### config.mk
export PLATFORM = sky130hd
export DESIGN_NAME = gobou_core_ctrl
export DESIGN_NICKNAME = d
export VERILOG_FILES = /design/src/rtl/gobou_core_ctrl.sv
export SDC_FILE = /design/constraint.sdc
export NUM_CORES = 1
export LEC_CHECK = 0
export CAP_MARGIN = 10
export CELL_PAD_IN_SITES_DETAIL_PLACEMENT = 1
export CELL_PAD_IN_SITES_GLOBAL_PLACEMENT = 2
export CORE_ASPECT_RATIO = 0.8
export CORE_MARGIN = 4
export CORE_UTILIZATION = 38
export CTS_CLUSTER_DIAMETER = 150
export DETAILED_ROUTE_END_ITERATION = 10
export PLACE_DENSITY_LB_ADDON = 0.08
export SYNTH_ARGS = -nofsm -noshare
export SYNTH_HDL_FRONTEND = slang
export SYNTH_SLANG_ARGS = --single-unit
### constraint.sdc
create_clock -name clk -period 11.75 [get_ports clk]
set_input_delay 3.525 -clock clk [delete_from_list [all_inputs] [get_ports clk]]
set_output_delay 3.525 -clock clk [all_outputs]
set_load 0.02 [all_outputs]
### src/rtl/gobou_core_ctrl.sv
// gobou_core_ctrl: per-layer sequencer for the gobou MAC/bias/ReLU core.
// Walks neurons and input pixels, issues pixel and weight read addresses, and
// times the core strobes against the one-cycle buffer read latency.
//
// state | meaning
// ------+-----------------------------------------------------------------
// IDLE  | waiting for req (also parks here during the single ack cycle)
// BIAS  | c0 of a neuron: bias word address out, accumulator cleared
// ACC   | c1..cN: pixel/weight addresses stream, products accumulate
// DRAIN | cN+1..cN+4: last accumulate, then mac/bias/relu output stages
//
// Every output is registered. The combinational output block computes the
// value each output must carry in the *next* cycle from the next-state
// values, so the strobes line up with the cycle numbering without extra lag.

module gobou_core_ctrl #(
  parameter int DWIDTHLOG = 4,
  parameter int IWIDTH    = 12,
  parameter int OWIDTH    = 10,
  parameter int WWIDTH    = 16
) (
  input  logic                 clk,
  input  logic                 xrst,
  input  logic                 req,
  input  logic [IWIDTH-1:0]    n_in,
  input  logic [OWIDTH-1:0]    n_out,
  input  logic [DWIDTHLOG-1:0] qbits,
  input  logic                 bias_en,
  input  logic                 relu_en,
  output logic                 busy,
  output logic                 ack,
  output logic [IWIDTH-1:0]    in_addr,
  output logic [WWIDTH-1:0]    w_addr,
  output logic [OWIDTH-1:0]    out_addr,
  output logic                 out_we,
  output logic                 accum_rst,
  output logic                 accum_we,
  output logic                 mac_oe,
  output logic                 breg_we,
  output logic                 bias_oe,
  output logic                 relu_oe,
  output logic [DWIDTHLOG-1:0] _qbits,
  output logic                 _bias_en,
  output logic                 _relu_en
);

  // Cycle-in-neuron counter must reach n_in+4, hence one extra bit.
  localparam int CWIDTH = IWIDTH + 1;
  localparam int KWIDTH = OWIDTH + 1;

  typedef enum logic [1:0] {
    S_IDLE  = 2'd0,
    S_BIAS  = 2'd1,
    S_ACC   = 2'd2,
    S_DRAIN = 2'd3
  } state_t;

  state_t            state, state_nx;
  logic [CWIDTH-1:0] cyc, cyc_nx;
  logic [OWIDTH-1:0] k, k_nx;

  logic [IWIDTH-1:0] n_in_l;
  logic [OWIDTH-1:0] n_out_l;

  logic              accept;
  logic              degen;
  logic              acc_end;
  logic              drain_end;
  logic              last_neuron;
  logic [CWIDTH-1:0] n_in_c;
  logic [CWIDTH-1:0] drain_tc;
  logic [KWIDTH-1:0] k_inc;

  logic              busy_nx;
  logic              ack_nx;
  logic [IWIDTH-1:0] in_addr_nx;
  logic [WWIDTH-1:0] w_addr_nx;
  logic [OWIDTH-1:0] out_addr_nx;
  logic              out_we_nx;
  logic              accum_rst_nx;
  logic              accum_we_nx;
  logic              mac_oe_nx;
  logic              breg_we_nx;
  logic              bias_oe_nx;
  logic              relu_oe_nx;

  // The ack cycle is spent in IDLE, so ack itself blocks acceptance there.
  assign accept      = (state == S_IDLE) && req && !ack;
  assign degen       = (n_in == '0) || (n_out == '0);
  assign n_in_c      = CWIDTH'(n_in_l);
  assign drain_tc    = n_in_c + CWIDTH'(4);
  assign acc_end     = cyc >= n_in_c;
  assign drain_end   = cyc >= drain_tc;
  assign k_inc       = KWIDTH'(k) + KWIDTH'(1);
  assign last_neuron = k_inc >= KWIDTH'(n_out_l);

  // State, cycle and neuron registers
  always_ff @(posedge clk or posedge xrst) begin
    if (xrst) begin
      state <= S_IDLE;
      cyc   <= '0;
      k     <= '0;
    end else begin
      state <= state_nx;
      cyc   <= cyc_nx;
      k     <= k_nx;
    end
  end

  // Layer configuration captured on an accepted req
  always_ff @(posedge clk or posedge xrst) begin
    if (xrst) begin
      n_in_l   <= '0;
      n_out_l  <= '0;
      _qbits   <= '0;
      _bias_en <= 1'b0;
      _relu_en <= 1'b0;
    end else if (accept) begin
      n_in_l   <= n_in;
      n_out_l  <= n_out;
      _qbits   <= qbits;
      _bias_en <= bias_en;
      _relu_en <= relu_en;
    end
  end

  // Next-state: BIAS -> ACC x n_in -> DRAIN x 4 -> next BIAS or IDLE
  always_comb begin
    state_nx = state;
    cyc_nx   = cyc;
    k_nx     = k;
    case (state)
      S_IDLE: begin
        if (accept && !degen) begin
          state_nx = S_BIAS;
          cyc_nx   = '0;
          k_nx     = '0;
        end
      end
      S_BIAS: begin
        state_nx = S_ACC;
        cyc_nx   = cyc + CWIDTH'(1);
      end
      S_ACC: begin
        cyc_nx = cyc + CWIDTH'(1);
        if (acc_end) begin
          state_nx = S_DRAIN;
        end
      end
      S_DRAIN: begin
        if (drain_end) begin
          cyc_nx = '0;
          if (last_neuron) begin
            state_nx = S_IDLE;
          end else begin
            state_nx = S_BIAS;
            k_nx     = k + OWIDTH'(1);
          end
        end else begin
          cyc_nx = cyc + CWIDTH'(1);
        end
      end
      default: begin
        state_nx = S_IDLE;
        cyc_nx   = '0;
        k_nx     = '0;
      end
    endcase
  end

  // Output values for the coming cycle, derived from the next-state values
  always_comb begin
    accum_rst_nx = (state_nx == S_BIAS);
    breg_we_nx   = (state_nx == S_ACC) && (cyc_nx == CWIDTH'(1));
    // Weight data lags its address by one cycle, so accumulation spills one
    // cycle into DRAIN.
    accum_we_nx  = ((state_nx == S_ACC) && (cyc_nx >= CWIDTH'(2))) ||
                   ((state_nx == S_DRAIN) && (cyc_nx == n_in_c + CWIDTH'(1)));
    mac_oe_nx    = (state_nx == S_DRAIN) && (cyc_nx == n_in_c + CWIDTH'(2));
    bias_oe_nx   = (state_nx == S_DRAIN) && (cyc_nx == n_in_c + CWIDTH'(3));
    relu_oe_nx   = (state_nx == S_DRAIN) && (cyc_nx == n_in_c + CWIDTH'(4));

    in_addr_nx   = '0;
    if (state_nx == S_ACC) begin
      in_addr_nx = IWIDTH'(cyc_nx - CWIDTH'(1));
    end

    // Weight blocks are contiguous (bias word then n_in weights), so the
    // address just keeps counting from one neuron into the next.
    w_addr_nx = w_addr;
    if (accept) begin
      w_addr_nx = '0;
    end else if ((state_nx == S_ACC) ||
                 ((state == S_DRAIN) && (state_nx == S_BIAS))) begin
      w_addr_nx = w_addr + WWIDTH'(1);
    end

    // Write-back of neuron k lands in cN+5, overlapping the next BIAS cycle.
    out_we_nx   = (state == S_DRAIN) && drain_end;
    out_addr_nx = out_we_nx ? k : out_addr;

    ack_nx  = (accept && degen) ||
              ((state == S_DRAIN) && drain_end && last_neuron);

    busy_nx = busy;
    if (accept) begin
      busy_nx = 1'b1;
    end else if (ack) begin
      busy_nx = 1'b0;
    end
  end

  // Output registers
  always_ff @(posedge clk or posedge xrst) begin
    if (xrst) begin
      busy      <= 1'b0;
      ack       <= 1'b0;
      in_addr   <= '0;
      w_addr    <= '0;
      out_addr  <= '0;
      out_we    <= 1'b0;
      accum_rst <= 1'b0;
      accum_we  <= 1'b0;
      mac_oe    <= 1'b0;
      breg_we   <= 1'b0;
      bias_oe   <= 1'b0;
      relu_oe   <= 1'b0;
    end else begin
      busy      <= busy_nx;
      ack       <= ack_nx;
      in_addr   <= in_addr_nx;
      w_addr    <= w_addr_nx;
      out_addr  <= out_addr_nx;
      out_we    <= out_we_nx;
      accum_rst <= accum_rst_nx;
      accum_we  <= accum_we_nx;
      mac_oe    <= mac_oe_nx;
      breg_we   <= breg_we_nx;
      bias_oe   <= bias_oe_nx;
      relu_oe   <= relu_oe_nx;
    end
  end

endmodule

==> impl_metrics.py, run 1 <==
metrics = {
    "outcome": {
        "status": "complete, no violations",
    },
    "cells_and_area": {
        "area_growth_pct": 19.23,
        "fillers": 2118,
        "final_cells": 1094,
        "num-nets-final": 941,
        "drive_gt1_frac": 0.07184,
        "regArea_um2": 2502,
        "multiInputGateArea_um2": 4188,
    },
    "synthesis": {
        "synth.top_cell.area_share": 0.3587,
        "syn_nets": 872,
        "synth.top_cells.by_area": "dfrtp_1 36%, ha_1 9.0%, nand2_1 7.6%, xnor2_1 7.0%, nor2_1 3.3%",
        "synthArstFlopShare": 1.000,
        "yosys-top-cells-count": "141 x nand2_1, 100 x dfrtp_1, 62 x nor2_1",
        "synth-seq-cells": 100,
        "synth.avg_cell_area_um2": 8.820,
        "yosysMostFrequentCell": "nand2_1",
        "syn_inst": 791,
        "ys_dominant_reg_cell": "dfrtp_1",
        "yosysTopAreaCell": "dfrtp_1",
        "yosysUniqueCellTypes": 81,
        "synth_edf_count": 0,
        "yosys_warnings": 0,
        "yosysSeqAreaShare": 0.3587,
        "netlist_area_um2": 6977,
    },
    "critical_path": {
        "setup.worst_path.class": "in -> reg",
        "crit_path_frequent_cell": "nand2_1",
        "path_max_fanout": 68,
        "crit_path_end_kind": "flop",
        "required_ns": 11.95,
        "cp_cell_sequence": "clkdlybuf4s50_1 > nand2_1 > nor2_4 > buf_4 > nand3_1 > nand2_1 > nand2_1 > o21ai_1 > inv_1 > nor3_1 > and2_1 > nand3_1 > xor2_1 > nor2_1",
        "cp-start-kind": "primary input",
        "cp.arrival_ns": 6.98,
        "crit_slowest_cell": "buf_4",
        "max_stage_delay_ns": 0.50,
    },
    "place": {
        "dpl.cell_count": 1078,
        "portBuffers": 83,
        "dp_hpwl_um": 17060,
        "place_congestion": 0.8827,
    },
    "grt": {
        "grt_pass1_vias": 6318,
        "grt_overflow_total": 0,
        "grt_max_degree": 69,
        "antenna_found_initial": 0,
        "grt_usage": 0.2158,
        "grt_pass1_wl_um": 35290,
    },
    "clock_tree": {
        "path_clk_slew_ns": 0.07,
        "h-tree-depth": 3,
        "cts_tree": "yes",
        "post_cts_buffers": 0,
        "ctsHoldBuffers": 0,
        "clock-sinks": 100,
        "ctsResizeCount": 0,
        "root_buffer": "clkbuf_16",
        "cts.path.max_buffers": 2,
        "cts_buffers": 9,
        "insertion_delay_ns": 0.35,
    },
    "route": {
        "remaining_drc_errors": 0,
        "dr.pass1.iters": 5,
        "routed_wl_um": 22020,
        "wl_met3_um": 926,
        "via_per_inst": 5.580,
        "wl_met1_um": 11030,
        "initialDrtViolationCount": 297,
        "routedWlPerCell_um": 20.13,
        "vias": 6105,
        "route.met2.wl_um": 9776,
        "ant_nets": 0,
        "routed.top_layer": "met4",
    },
    "power_and_ir_drop": {
        "p_leak_uw": 0.003724,
        "total_power_uw": 688.0,
        "p_per_area_nw_per_um2": 82.72,
        "peakVddDrop_v": 0.00005677,
    },
    "floorplan": {
        "die_y_um": 129.2,
        "rows": 44,
        "die-area_um2": 20610,
        "core_um2": 18110,
        "die_w_um": 159.5,
        "start_util": 0.3852,
        "ios": 84,
    },
    "run": {
        "drv_cap": 0,
    },
    "sta": {
        "setup_viol": 0,
        "min_period_over_period": 0.5768,
        "maxSlewHeadroom": 0.3632,
        "rsz0062_at_grt": "false",
        "final.setup.tns_ns": 0,
        "period_minus_slack_ns": 6.777,
        "hold_violations": 0,
        "drv_slew": 0,
        "max_freq_ghz": 0.1476,
        "clock_skew_ns": 0.01020,
        "hold_ws_ns": 0.4714,
        "worst_pin_slew_ns": 0.9367,
    },
    "hold_path": {
        "hp-class": "reg -> reg",
    },
}
[worst max-delay path: cells and delay by family]
family / cells / cell delay, ns
simple gates: 9 / 1.95
buf+inv: 3 / 1.16
xor+xnor: 1 / 0.15
compound gates: 1 / 0.18
[cell type report]
| cell class | count | share of cell area |
|---|---|---|
| clock inverters | 4 | 0.008875 |
| flip-flops and latches | 100 | 0.3008 |
| repair buffers | 88 | 0.1044 |
| inverters | 41 | 0.01880 |
| well taps | 230 | 0.03460 |
| clock buffers | 10 | 0.02873 |
| multi-input cells | 620 | 0.5035 |
| diodes | 1 | 0.0003008 |
[per-stage QoR]
| step | setup WS, ns | util | instance area (um^2) |
|---|---|---|---|
| 6_report | 4.973 | 0.4592 | 8318 |
| 5_1_grt | 4.694 | 0.4591 | 8315 |
| 4_1_cts | 4.972 | 0.4587 | 8308 |
| 3_5_place_dp | 4.597 | 0.4414 | 7995 |
| 3_3_place_gp | 4.705 | 0.4414 | 7995 |
| 2_1_floorplan | 5.606 | - | 6977 |
[power by group]
| part | total [uW] | switching, uW | leakage (uW) | internal, uW |
|---|---|---|---|---|
| clock network | 325 | 134 | 0.000155 | 191 |
| logic | 19.1 | 9.76 | 0.00234 | 9.38 |
| registers | 344 | 0 | 0.00122 | 344 |
[cell usage in the layout, fill, tap and decap left out, types with 4 or more instances in the layout]
cell	Yosys	final
nor4_2	4	4
mux2i_1	6	6
o21ai_0	43	43
ha_1	50	50
buf_4	0	5
and3_1	19	19
inv_1	37	36
dfrtp_1	100	100
o21a_1	7	7
nand3_1	34	34
a211o_1	4	4
a211oi_1	7	7
clkbuf_16	0	9
or3_1	5	5
a21oi_1	28	28
nand2_1	141	141
xor2_1	21	21
nor2_1	62	61
xnor2_1	56	56
clkdlybuf4s50_1	0	83
nor4_1	11	11
nor3_1	18	18
nand4_1	16	16
[final timing paths]
check                                  from          end  slack [ns]  cells past startpoint
max in group asynchronous              xrst      breg_we        6.96                      3
worst min-delay path            out_addr[1]  out_addr[1]        0.47                      2
worst min register to register  out_addr[1]  out_addr[1]        0.47                      2
worst max register to register    n_in_l[2]    w_addr[7]        5.94                     17
worst max-delay path                    req   in_addr[9]        4.97                     14
min in group asynchronous              xrst    _qbits[1]        3.58                      2
[registers in the layout, summed over array words and instances (netlist names), 2 cells and up]
register and flops:
k 10, n_out_l 10, _qbits 4, cyc 13, in_addr 12, n_in_l 12
state 2, w_addr 16, out_addr 10
[metal layers]
layer,global-route usage,up-vias
li1,-,2912
met1,0.3109,3034
met2,0.3422,135
met3,0.03688,24
met4,0.05000,0
met5,0,-
[cell families (layout without fill, tap and decap cells)]
logic type / Yosys count / after routing / share of synthesized area
mux: 10 / 10 / 0.01542
other cells: 0 / 1 / 0
flops: 100 / 100 / 0.3587
xor+xnor: 81 / 81 / 0.1092
simple gates: 336 / 336 / 0.2322
fa+ha+maj: 50 / 50 / 0.08967
compound gates: 143 / 143 / 0.1526
buf+inv: 71 / 143 / 0.04214
No activity file was read; power rests on OpenSTA's default activity.
==> inputs of run 2 (changes only) <==
--- a/config.mk
+++ b/config.mk
@@ -10,7 +10,7 @@
 export CELL_PAD_IN_SITES_GLOBAL_PLACEMENT = 2
 export CORE_ASPECT_RATIO = 0.8
 export CORE_MARGIN = 4
-export CORE_UTILIZATION = 38
+export CORE_UTILIZATION = 35
 export CTS_CLUSTER_DIAMETER = 150
 export DETAILED_ROUTE_END_ITERATION = 10
 export PLACE_DENSITY_LB_ADDON = 0.08
==> constraint.sdc (replaced) <==
create_clock -name clk -period 6.3 [get_ports clk]
set_input_delay 1.89 -clock clk [delete_from_list [all_inputs] [get_ports clk]]
set_output_delay 1.89 -clock clk [all_outputs]
set_load 0.02 [all_outputs]
==> run 2 against run 1 <==
Non-clock buffer count is the same. Global-route usage decreased by 0.72 points. Wire length is 4.8% higher. Clock power increased by 80%. Register-to-register slack got worse by 5.3 ns.
==> impl_metrics.py, run 2 (synthesis gave the netlist of run 1 again) <==
metrics = {
    "clock_tree": {
        "path_clk_slew_ns": 0.08,
        "insertion_delay_ns": 0.36,
        "ctsResizeCount": 0,
        "h-tree-depth": 3,
        "cts.path.max_buffers": 2,
        "root_buffer": "clkbuf_16",
        "cts_buffers": 9,
        "clock-sinks": 100,
        "ctsHoldBuffers": 0,
        "post_cts_buffers": 0,
        "cts_tree": "yes",
    },
    "sta": {
        "period_minus_slack_ns": 5.633,
        "worst_pin_slew_ns": 1.022,
        "setup_slack_ns": 0.6669,
        "rsz0062_at_grt": "false",
        "drv_slew": 0,
        "max_freq_ghz": 0.1775,
        "min_period_over_period": 0.8941,
        "final.setup.tns_ns": 0,
        "maxSlewHeadroom": 0.3148,
        "clock_skew_ns": 0.01101,
        "hold_violations": 0,
        "setup_viol": 0,
    },
    "critical_path": {
        "crit_path_end_kind": "flop",
        "cp.arrival_ns": 5.85,
        "cp-start-kind": "flop",
        "rr_worst_depth": 16,
        "crit_path_frequent_cell": "ha_1",
        "setup.worst_path.class": "reg -> reg",
        "path_max_fanout": 13,
        "cp_cell_sequence": "ha_1 > nand2_1 > or3_1 > or4_1 > ha_1 > nand4_2 > nor3_4 > a41o_2 > o31ai_2 > inv_2 > a211oi_2 > o221ai_2 > o21a_1 > nor4_1 > xnor2_1 > nor2_1",
        "required_ns": 6.51,
        "crit_slowest_cell": "o31ai_2",
        "max_stage_delay_ns": 0.88,
    },
    "floorplan": {
        "core_um2": 19260,
        "ios": 84,
        "die_y_um": 134.3,
        "die-area_um2": 22270,
        "die_w_um": 165.9,
        "start_util": 0.3623,
        "rows": 45,
    },
    "route": {
        "vias": 6191,
        "dr.pass1.iters": 5,
        "initialDrtViolationCount": 378,
        "via_per_inst": 5.513,
        "ant_nets": 0,
        "remaining_drc_errors": 0,
        "routedWlPerCell_um": 20.55,
        "routed_wl_um": 23080,
    },
    "cells_and_area": {
        "top_regs": "w_addr: 16 flops, cyc: 13 flops",
        "largest_reg_flops": 16,
        "drive_gt1_frac": 0.07399,
        "num-nets-final": 941,
        "area_growth_pct": 19.67,
        "multiInputGateArea_um2": 4188,
        "layout_commonest_cell": "nand2_1",
        "largest_register": "w_addr",
        "final_cell_mix": "141 x nand2_1, 100 x dfrtp_1, 83 x clkdlybuf4s50_1",
        "design_area_um2": 8349,
        "fillers": 2262,
        "n_antenna_cell": 0,
        "regArea_um2": 2502,
    },
    "hold_path": {
        "hp-class": "reg -> reg",
        "holdPathStages": 2,
    },
    "grt": {
        "grt_usage": 0.2086,
        "antenna_found_initial": 0,
        "grt_max_degree": 67,
        "grt_overflow_total": 0,
        "grt_pass1_vias": 6439,
        "grt_pass1_wl_um": 36850,
    },
    "place": {
        "placed_area_um2": 8030,
        "dp_hpwl_um": 17920,
        "place_congestion": 0.9509,
        "dp_slack_ns": 0.6599,
        "portBuffers": 83,
    },
    "power_and_ir_drop": {
        "p_per_area_nw_per_um2": 151.3,
        "p_leak_uw": 0.003723,
        "peakVddDrop_v": 0.00009963,
    },
    "outcome": {
        "status": "complete, no violations",
    },
    "run": {
        "drv_cap": 0,
    },
}
## run 2: cell count changes in the layout (fill, tap and decap cells not counted)
| cell | delta |
|---|---|
| clkinv_4 | +3 |
| clkbuf_8 | -1 |
| clkinv_8 | +1 |
| diode_2 | -1 |
| bufinv_16 | -1 |
## run 2: final timing paths
kind	slack, ns	endpoint	startpoint
min	0.48	out_addr[7]	out_addr[7]
max	0.67	w_addr[13]	n_in_l[2]
min in group asynchronous	2.03	_relu_en	xrst
max in group asynchronous	3.25	n_in_l[11]	xrst
max reg2reg	0.67	w_addr[13]	n_in_l[2]
min reg2reg	0.48	out_addr[7]	out_addr[7]
## run 2: stage by stage
stage / std cells / hold WS (ns) / utilization / power [uW]
3_5_place_dp: 1106 / 0.4646 / 0.4170 / 691.8
4_1_cts: 1122 / 0.4834 / 0.4332 / 1288
6_report: 1123 / 0.4759 / 0.4336 / 1263
2_1_floorplan: 791 / 0.4497 / - / 664.4
3_3_place_gp: 1106 / 0.4615 / 0.4170 / 691.2
5_1_grt: 1123 / 0.5160 / 0.4336 / 1320
## run 2: cell type report
type | count | share of cell area
multi-input cells | 620 | 0.5016
flip-flops and latches | 100 | 0.2997
repair buffers | 88 | 0.1040
well taps | 258 | 0.03866
clock buffers | 9 | 0.02697
inverters | 41 | 0.01873
clock inverters | 7 | 0.01034
## run 2: worst max-delay path, delay by kind of cell (launching register included)
| family | cells | cell delay, ns |
|---|---|---|
| AO/OA/AOI/OAI | 5 | 1.97 |
| AND/OR/NAND/NOR | 7 | 1.83 |
| adder cells (fa/ha/maj) | 2 | 0.69 |
| XOR/XNOR | 1 | 0.17 |
| flip-flops | 1 | 0.53 |
| buffers and inverters | 1 | 0.30 |
## run 2: where the power goes
| part | leakage, uW | switching (uW) | total [uW] | internal [uW] |
|---|---|---|---|---|
| logic | 0.00235 | 18.7 | 36.2 | 17.5 |
| registers | 0.00122 | 0 | 641 | 641 |
| clock network | 0.000153 | 271 | 586 | 315 |
## run 2: layer usage
metal	global-route usage	share of wire
met1	0.3139	0.51
met2	0.3117	0.43
met3	0.04095	0.044
met4	0.04169	0.012
met5	0	0
==> inputs of run 3 (changes only) <==
==> constraint.sdc (replaced) <==
create_clock -name clk -period 5.4 [get_ports clk]
set_input_delay 1.62 -clock clk [delete_from_list [all_inputs] [get_ports clk]]
set_output_delay 1.62 -clock clk [all_outputs]
set_load 0.05 [all_outputs]
==> run 3 against run 2 <==
Power rose by 21%. Hold slack got worse by 0.0013 ns. Via count rose by 0.61%. Combinational power rose by 18%. Cell count rose by 1.3%. Non-clock buffer count rose by 15. Flip-flop and latch count did not move. First-iteration DRC count fell by 1.1%. Global-route usage fell by 0.12 points. Critical endpoint is now accum_we. Largest cell class unchanged. Highest routed layer unchanged.
==> impl_metrics.py, run 3 (synthesis gave the netlist of run 1 again) <==
metrics = {
    "place": {
        "portBuffers": 83,
        "place_congestion": 0.9341,
        "placed_area_um2": 8113,
        "dpl.cell_count": 1117,
        "dp_hpwl_um": 17930,
    },
    "critical_path": {
        "rr_worst_depth": 16,
        "cp-startpoint": "n_in_l[3]",
        "crit_slowest_cell": "or4_1",
        "max_stage_delay_ns": 0.59,
        "r2r-start": "n_in_l[3]",
        "crit_path_end_kind": "flop",
        "cp-start-kind": "flop",
        "cp_cell_sequence": "ha_1 > nand2_1 > or3_1 > or4_1 > ha_1 > a21oi_1 > o21ai_1 > a41o_2 > o31ai_4 > nand2_1 > mux2_2 > inv_1 > nand2_1 > a21oi_1 > a2bb2oi_1 > o31ai_1",
        "required_ns": 5.64,
        "crit_path_frequent_cell": "nand2_1",
        "crit_family": "compound AO/OA/AOI/OAI gates",
        "cp.arrival_ns": 5.38,
        "setup.worst_path.class": "reg -> reg",
        "r2r-end": "accum_we",
        "path_max_fanout": 12,
        "reg2reg_slack_ns": 0.25,
        "worst-path-buf-inv": 1,
    },
    "clock_tree": {
        "root_buffer": "clkbuf_16",
        "cts.path.max_buffers": 2,
        "cts_buffers": 9,
        "cts_tree": "yes",
        "clock-sinks": 100,
        "insertion_delay_ns": 0.36,
        "path_clk_slew_ns": 0.08,
        "h-tree-depth": 3,
    },
    "cells_and_area": {
        "largest_reg_flops": 16,
        "area_growth_pct": 21.77,
        "n_antenna_cell": 0,
        "final_cells": 1138,
        "layout_commonest_cell": "nand2_1",
        "drive_gt1_frac": 0.09091,
        "num-nets-final": 956,
        "largest_register": "w_addr",
        "design_area_um2": 8496,
        "final_cell_mix": "141 x nand2_1, 99 x dfrtp_1, 83 x clkdlybuf4s50_1",
        "top_regs": "w_addr: 16 flops, cyc: 13 flops",
    },
    "sta": {
        "period_minus_slack_ns": 5.148,
        "max_freq_ghz": 0.1943,
        "maxSlewHeadroom": 0.4812,
        "drv_slew": 0,
        "rsz0062_at_grt": "false",
        "min_period_over_period": 0.9533,
        "setup_viol": 0,
        "final.setup.tns_ns": 0,
        "clock_skew_ns": 0.01242,
        "hold_violations": 0,
        "worst_pin_slew_ns": 0.7781,
    },
    "floorplan": {
        "die-area_um2": 22270,
        "die_y_um": 134.3,
        "die_w_um": 165.9,
        "ios": 84,
        "start_util": 0.3623,
        "rows": 45,
        "core_um2": 19260,
    },
    "grt": {
        "antenna_found_initial": 0,
        "grt_usage": 0.2074,
        "grt_pass1_wl_um": 36810,
        "grt_pass1_vias": 6561,
        "grt_overflow_total": 0,
        "grt_max_degree": 67,
    },
    "power_and_ir_drop": {
        "p_per_area_nw_per_um2": 180.3,
        "p_leak_uw": 0.003804,
        "peakVddDrop_v": 0.0001765,
    },
    "outcome": {
        "status": "complete, no violations",
    },
    "route": {
        "routed_wl_um": 22920,
        "ant_nets": 0,
        "routedWlPerCell_um": 20.14,
        "via_per_inst": 5.474,
        "vias": 6229,
        "initialDrtViolationCount": 374,
        "remaining_drc_errors": 0,
        "dr.pass1.iters": 4,
    },
    "run": {
        "drv_cap": 0,
    },
    "hold_path": {
        "hold_path_end": "out_addr[5]",
        "holdPathStages": 2,
        "hp-class": "reg -> reg",
        "holdCritStartpoint": "out_addr[5]",
    },
}
==> run 3: worst max-delay path by stage <==
stage | end | cells after the start
2_1_floorplan | bias_oe | 16
3_3_place_gp | relu_oe | 15
3_5_place_dp | relu_oe | 15
4_1_cts | relu_oe | 15
5_1_grt | accum_we | 15
6_report | accum_we | 16
==> run 3: timing repair <==
item                       4_1_cts  5_1_grt
buffers inserted                 0        4
setup endpoints to repair        0        8
hold buffers                     0        0
gates resized for setup          0        2
==> run 3: stage by stage <==
| stage | hold WS, ns | setup WS, ns | utilization | total power (uW) |
|---|---|---|---|---|
| finish | 0.4746 | 0.2523 | 0.4412 | 1532 |
| global route | 0.5010 | 0.03335 | 0.4412 | 1587 |
| detailed placement | 0.4654 | 0.08879 | 0.4213 | 807.5 |
| floorplan | 0.4497 | 0.9682 | - | 775.1 |
| global placement | 0.4581 | 0.3984 | 0.4213 | 806.5 |
| CTS | 0.4834 | 0.06507 | 0.4387 | 1555 |
==> run 3: layer usage <==
| metal | part of all wire | vias to the layer above | track usage |
|---|---|---|---|
| met5 | 0 | - | 0 |
| met4 | 0.0091 | 0 | 0.03802 |
| met3 | 0.051 | 13 | 0.03536 |
| met2 | 0.43 | 144 | 0.3173 |
| met1 | 0.51 | 3136 | 0.3109 |
| li1 | - | 2936 | - |
==> run 3: worst reg2reg max path, cell delays in order, from the launching register on <==
cell,delay (ns)
dfrtp_1,0.50
ha_1,0.34
nand2_1,0.12
or3_1,0.41
or4_1,0.59
ha_1,0.36
a21oi_1,0.15
o21ai_1,0.12
a41o_2,0.30
o31ai_4,0.55
nand2_1,0.10
mux2_2,0.42
inv_1,0.28
nand2_1,0.13
a21oi_1,0.17
a2bb2oi_1,0.36
o31ai_1,0.14
==> run 3: cell type report <==
cell class | instances | area [um^2]
multi-input combinational | 620 | 4197
timing repair buffer | 103 | 980.9
inverter | 41 | 156.4
clock inverter | 6 | 96.34
sequential | 100 | 2504
clock buffer | 10 | 239.0
fill | 2243 | 10760
tap | 258 | 322.8
==> run 3: where the power goes <==
part	leakage (uW)	switching (uW)	internal [uW]	total, uW
Combinational	0.00242	21.7	20.9	42.6
Sequential	0.00122	0	748	748
Clock	0.000161	317	424	741
Total	0.00380	339	1190	1530
